--- src/rtl/unified_mem_responder_pkg.sv ---
// Shared types and defaults for the unified memory responder.
// Holds the run-sequencing state enum and the word-index width helper.
package mem_resp_pkg;

    typedef enum logic [1:0] {
        ST_LOAD = 2'd0,
        ST_RUN  = 2'd1,
        ST_DUMP = 2'd2,
        ST_DONE = 2'd3
    } state_e;

    localparam int DEF_DEPTH      = 64;
    localparam int DEF_IMEM_WORDS = 32;
    localparam int DEF_MAX_CYCLES = 500;
    localparam int DEF_CNT_W      = 16;

    function automatic int idx_w(input int depth);
        return (depth > 1) ? $clog2(depth) : 1;
    endfunction

endpackage

--- src/rtl/unified_mem_responder_mem_array.sv ---
// Word array with one synchronous write port and two combinational read ports.
// Contents are deliberately not reset so an image survives a responder reset.
module mem_array #(
    parameter int DEPTH = 64,
    parameter int AW    = 6
) (
    input  logic          clk,
    input  logic          we_i,
    input  logic [AW-1:0] waddr_i,
    input  logic [31:0]   wdata_i,
    input  logic [AW-1:0] core_raddr_i,
    output logic [31:0]   core_rdata_o,
    input  logic [AW-1:0] dump_raddr_i,
    output logic [31:0]   dump_rdata_o
);

    logic [31:0] mem_q [DEPTH];

    always_ff @(posedge clk) begin
        if (we_i && (32'(waddr_i) < 32'(DEPTH))) begin
            mem_q[waddr_i] <= wdata_i;
        end
    end

    assign core_rdata_o = mem_q[core_raddr_i];
    assign dump_rdata_o = mem_q[dump_raddr_i];

endmodule

--- src/rtl/unified_mem_responder.sv ---
// Memory responder for the pipelined MIPS core: image load, run, halt, serial dump.
// Reads are combinational in every state; writes land on the clock edge.
module unified_mem_responder
    import mem_resp_pkg::*;
#(
    parameter int DEPTH      = DEF_DEPTH,
    parameter int IMEM_WORDS = DEF_IMEM_WORDS,
    parameter int MAX_CYCLES = DEF_MAX_CYCLES,
    parameter int CNT_W      = DEF_CNT_W
) (
    input  logic                     clk,
    input  logic                     reset,
    input  logic [31:0]              memadd,
    input  logic [31:0]              outdata,
    input  logic                     writeDataEN,
    input  logic                     stopf,
    output logic [31:0]              memdata,
    output logic                     core_reset,
    input  logic                     ld_valid,
    input  logic [$clog2(DEPTH)-1:0] ld_addr,
    input  logic [31:0]              ld_data,
    input  logic                     start,
    output logic                     dump_valid,
    output logic [$clog2(DEPTH)-1:0] dump_addr,
    output logic [31:0]              dump_data,
    output logic                     done,
    output logic                     timeout,
    output logic                     wr_fault,
    output logic                     addr_fault
);

    localparam int AW = $clog2(DEPTH);

    state_e         state_q, state_d;
    logic [CNT_W-1:0] cnt_q, cnt_d;
    logic [AW-1:0]  dump_addr_q, dump_addr_d;
    logic           timeout_q, timeout_d;
    logic           wr_fault_q, wr_fault_d;
    logic           addr_fault_q, addr_fault_d;

    logic [29:0]    idx;
    logic           in_range;
    logic           in_imem;
    logic           mem_we;
    logic [AW-1:0]  mem_waddr;
    logic [31:0]    mem_wdata;
    logic [31:0]    core_rdata;
    logic           unused_byte_bits;

    // Full-width compare: high address bits must not alias into the array.
    assign idx              = memadd[31:2];
    assign in_range         = ({2'b00, idx} < 32'(DEPTH));
    assign in_imem          = ({2'b00, idx} < 32'(IMEM_WORDS));
    assign unused_byte_bits = ^memadd[1:0];

    always_comb begin
        state_d      = state_q;
        cnt_d        = cnt_q;
        dump_addr_d  = dump_addr_q;
        timeout_d    = timeout_q;
        wr_fault_d   = wr_fault_q;
        addr_fault_d = addr_fault_q;
        mem_we       = 1'b0;
        mem_waddr    = ld_addr;
        mem_wdata    = ld_data;

        case (state_q)
            ST_LOAD: begin
                mem_we = ld_valid;
                if (start) begin
                    state_d = ST_RUN;
                end
            end
            ST_RUN: begin
                cnt_d = cnt_q + 1'b1;
                if (!in_range) begin
                    addr_fault_d = 1'b1;
                end
                if (writeDataEN && in_range) begin
                    if (in_imem) begin
                        wr_fault_d = 1'b1;
                    end else begin
                        mem_we    = 1'b1;
                        mem_waddr = idx[AW-1:0];
                        mem_wdata = outdata;
                    end
                end
                if (stopf) begin
                    state_d = ST_DUMP;
                end else if (cnt_q == CNT_W'(MAX_CYCLES - 1)) begin
                    state_d   = ST_DUMP;
                    timeout_d = 1'b1;
                end
            end
            ST_DUMP: begin
                if (dump_addr_q == AW'(DEPTH - 1)) begin
                    state_d = ST_DONE;
                end else begin
                    dump_addr_d = dump_addr_q + 1'b1;
                end
            end
            ST_DONE: begin
            end
            default: begin
                state_d = ST_LOAD;
            end
        endcase
    end

    always_ff @(posedge clk or posedge reset) begin
        if (reset) begin
            state_q      <= ST_LOAD;
            cnt_q        <= '0;
            dump_addr_q  <= '0;
            timeout_q    <= 1'b0;
            wr_fault_q   <= 1'b0;
            addr_fault_q <= 1'b0;
        end else begin
            state_q      <= state_d;
            cnt_q        <= cnt_d;
            dump_addr_q  <= dump_addr_d;
            timeout_q    <= timeout_d;
            wr_fault_q   <= wr_fault_d;
            addr_fault_q <= addr_fault_d;
        end
    end

    // Gating with reset keeps an edge that coincides with reset from writing.
    mem_array #(
        .DEPTH (DEPTH),
        .AW    (AW)
    ) u_mem_array (
        .clk          (clk),
        .we_i         (mem_we & ~reset),
        .waddr_i      (mem_waddr),
        .wdata_i      (mem_wdata),
        .core_raddr_i (idx[AW-1:0]),
        .core_rdata_o (core_rdata),
        .dump_raddr_i (dump_addr_q),
        .dump_rdata_o (dump_data)
    );

    assign memdata    = in_range ? core_rdata : 32'h0;
    assign core_reset = (state_q != ST_RUN);
    assign dump_valid = (state_q == ST_DUMP);
    assign done       = (state_q == ST_DONE);
    assign dump_addr  = dump_addr_q;
    assign timeout    = timeout_q;
    assign wr_fault   = wr_fault_q;
    assign addr_fault = addr_fault_q;

endmodule

--- config.mk ---
export PLATFORM = sky130hd
export DESIGN_NAME = unified_mem_responder
export DESIGN_NICKNAME = d
export VERILOG_FILES = /design/src/rtl/unified_mem_responder_pkg.sv /design/src/rtl/unified_mem_responder_mem_array.sv /design/src/rtl/unified_mem_responder.sv
export SDC_FILE = /design/constraint.sdc
export NUM_CORES = 2
export LEC_CHECK = 0
export CAP_MARGIN = 20
export CORE_MARGIN = 4
export CORE_UTILIZATION = 60
export CTS_BUF_LIST = sky130_fd_sc_hd__clkbuf_8
export CTS_CLUSTER_DIAMETER = 80
export DETAILED_ROUTE_END_ITERATION = 6
export DONT_BUFFER_PORTS = 1
export PLACE_DENSITY = 0.84
export SLEW_MARGIN = 10
export SYNTH_ARGS = -nofsm -noshare
export SYNTH_HDL_FRONTEND = slang
export SYNTH_HIERARCHICAL = 1
export SYNTH_SLANG_ARGS = --single-unit
--- constraint.sdc ---
create_clock -name clk -period 8 [get_ports clk]
set_input_delay 1.6 -clock clk [delete_from_list [all_inputs] [get_ports clk]]
set_output_delay 1.6 -clock clk [all_outputs]
set_load 0.03 [all_outputs]
==> impl_results.md <==
* Run status: finished with violations
* Failing checks: DRC, slew limit
* Post-Syn Nets at 4673
* Most frequent cells in the layout: edfxtp_1, mux4_2, clkbuf_8
* Area post-placement at 99200 um2
* Std cell rows at 146
* Net Switching at 9070 uW
* Setup violators final at 0
* Xor/xnor share of the synthesized area at 0.173%
* Reg power frac at 42.4%
* GRT Residual Overflow at 0
* Asr flop ratio synth at 1.30%
* Worst endpoint data arrival time at 5920 ps
* Post-synthesis mux area share at 29.3%
* Synthesized flop and latch total at 2075
* First DRT Iteration DRCs at 9543
* Die Height at 409 um
* Starting Density at 60.6%
* Die width at 409 um
* Post-synth EDFFs at 2048
* Gate Count Post-Synth at 4558
* DR vias/cell at 7.70
* RSZ-0062 raised after global routing: no
* Vias in the first global route at 55117
* Mapped Avg Cell Area at 21.2 um2
* First-pass GRT wire length at 393000 um
* Min Clock Period, post-route at 7520 ps
* DIE AREA at 167000 um2
* IO buf count at 0
* Area delta synth->final at 9.52%
* Setup_tns at 0 ps
* Pint at 19900 uW
* Netlist cell types at 58
* DP HPWL at 160000 um
* I/O Pins at 184
* Sw Share at 31.3%
* Hold Vio Cnt, Final at 0
* Worst setup margin at 479 ps
* Clk pwr share at 28.8%
* Clk_skew at 83.0 ps
* Fin nets at 4820
* Post-synthesis compound-gate area fraction at 2.45%
* WL per Instance at 39.3 um
* CTS Buf Count at 332
* Via count at 54702
* H-tree depth at 5
* Post-CTS setup buffers at 0
* Startpoint Class: input pin
* Antenna Nets Post-Route at 0
* Comb power frac at 28.9%
* Slowest cell on the critical path: a211oi_1
* CTS root buf: clkbuf_8
* Routed wire length at 279000 um
* Post-Synth Simple-Gate Area at 1.63%
* Synth warn at 6
* Fin. max-slew vios at 95
* Relative slew margins at -17.0%
* Worst-skew pair later-pin latency at 1050 ps
* Post-route cell area at 106000 um2
* Cell Chain, Critical Path: buf_16 > buf_16 > buf_16 > buf_16 > mux4_2 > mux2i_1 > a211oi_1 > o22ai_1 > a21oi_1 > and3_1
* Largest family of logic cells by synthesized area: multiplexers
* CTS tree: yes
* Final RePlAce weighted congestion at 0.862
* Max clock buf depth at 4
* R2R Setup Slk at 3080 ps
* Total track usage at 33.1%
* Max-Cap Viols at 0
* Clock Sinks at 2075
* Placement Setup Slack at 1690 ps
* Worst vdd ir at 0.000517 V
* Share of layout cells above drive strength 1 at 37.7%
* Crit path kind: input pin to primary output
* Clk slew on worst S/H paths at 60 ps
* DRC errors left at 4
* Antenna violations before repair at 20
* Main area contributors after synthesis: edfxtp_1, mux4_2, mux2i_1
* Drt first pass iters at 7
* Adder-Cell Fraction of Synth Area at 0.0908%
* Leak pwr at 0.0334 uW
* CP Max Fanout at 111
* Fmax at 0.133 GHz
* CP required at 6400 ps
* Post-synth top area cell: edfxtp_1
* Top FF cell, synth: edfxtp_1
* Sequential share of the synthesized area at 64.5%
* Most common cell after layout, fill and taps aside: edfxtp_1
* Period utilisation layout at 94.0%
* Mapped Area at 96500 um2
* Largest net degree at the start of global routing at 507
* Core area at 159000 um2
* Hold WC Path Type: input pin to async pin
* Most frequent cell on the critical path: buf_16
* Worst setup EP type: primary output
* Power Density at 275 nW/um2
* # resized after CTS at 0
* Worst-margin pin slew at 1760 ps
* Fillcell total at 9496
* Largest stage delay on the critical path at 830 ps
* Post-synth top area share at 63.8%
==> per-layer routing <==
metal  global-route usage (%)  wire length (um)  vias up  part of all wire [%]
met3                     13.9             49500     1007                    18
met5                        0               109        -                 0.039
met1                     43.6             86600    28098                    31
li1                         -                 -    20396                     -
met4                     15.4             15600       16                   5.6
met2                     48.6            127000     5185                    46
==> cell type report <==
class                      count  area [um2]  area share [%]
antenna                       11        27.5          0.0261
clock buffer                 339        4670            4.42
clock inverter               236        1190            1.13
inverter                      12        45.0          0.0426
multi-input combinational   2110       33000            31.2
sequential                  2075       62200            58.9
tap                         2146        2690            2.54
timing repair buffer         174        1870            1.77
==> critical path: cells and delay by family <==
kind / cells / cell delay, ps
buf+inv: 4 / 1970
mux: 2 / 410
compound gates: 3 / 1170
simple gates: 1 / 560
==> through the flow <==
| step | util (%) | std cells | total power [uW] | hold WS, ps |
|---|---|---|---|---|
| global placement | 62.3 | 6494 | 20500 | 452 |
| floorplan | - | 4558 | 18500 | 439 |
| global route | 66.4 | 7097 | 29900 | 355 |
| detailed placement | 62.4 | 6495 | 20600 | 461 |
| finish | 66.4 | 7103 | 29000 | 375 |
| CTS | 66.0 | 7070 | 28800 | 474 |
==> flip-flops by register name, summed over array words and instances, names as in the netlist <==
| name | count |
|---|---|
| state_q | 2 |
| wr_fault | 1 |
| cnt_q | 16 |
| dump_addr | 6 |
| u_mem_array/mem_q | 2048 |
| timeout | 1 |
| addr_fault | 1 |
==> cells in the mapped netlist, types with 13 or more instances <==
master / count
nand2_1: 101
edfxtp_1: 2048
o21ai_0: 19
a21oi_1: 60
dfrtp_1: 27
and3_1: 33
o22ai_1: 56
o21ai_1: 32
a22oi_1: 85
nor2_1: 100
mux4_2: 1124
nor2b_1: 20
buf_2: 123
o211ai_1: 27
clkbuf_1: 145
buf_1: 25
a221oi_1: 13
nand3_1: 15
o221ai_1: 16
a211oi_1: 15
mux2i_1: 204
mux2_2: 62
buf_4: 56
==> power by group through the flow <==
stage          Sequential, uW  Combinational, uW  Clock [uW]
3_3_place_gp            12500               7940           0
5_1_grt                 12300               8700        8950
6_report                12300               8380        8340
4_1_cts                 12300               8100        8390
2_1_floorplan           12300               6240           0
3_5_place_dp            12500               8080           0
==> worst paths after layout <==
check / start / endpoint / cells past startpoint
setup / recovery: memadd[2] / memdata[24] / 10
min in group clk: cnt_q[6] / cnt_q[6] / 1
hold reg to reg: cnt_q[6] / cnt_q[6] / 1
max in group asynchronous: reset / cnt_q[11] / 2
setup reg to reg: state_q[1] / u_mem_array/mem_q[31][5] / 10
hold / removal: reset / dump_addr[4] / 1
==> cell families (layout without fill, tap and decap cells) <==
logic type	count (synthesis)	after routing
xor+xnor	19	19
simple gates	329	329
mux	1404	1404
compound gates	351	351
fa+ha+maj	7	7
flops	2075	2075
other cells	0	11
buf+inv	373	761
==> timing repair <==
item | 4_1_cts | 5_1_grt
endpoints found under the hold margin | 0 | 0
endpoints found under the setup margin | 0 | 10
hold buffers | 0 | 0
(Power assumes the default switching activity.)
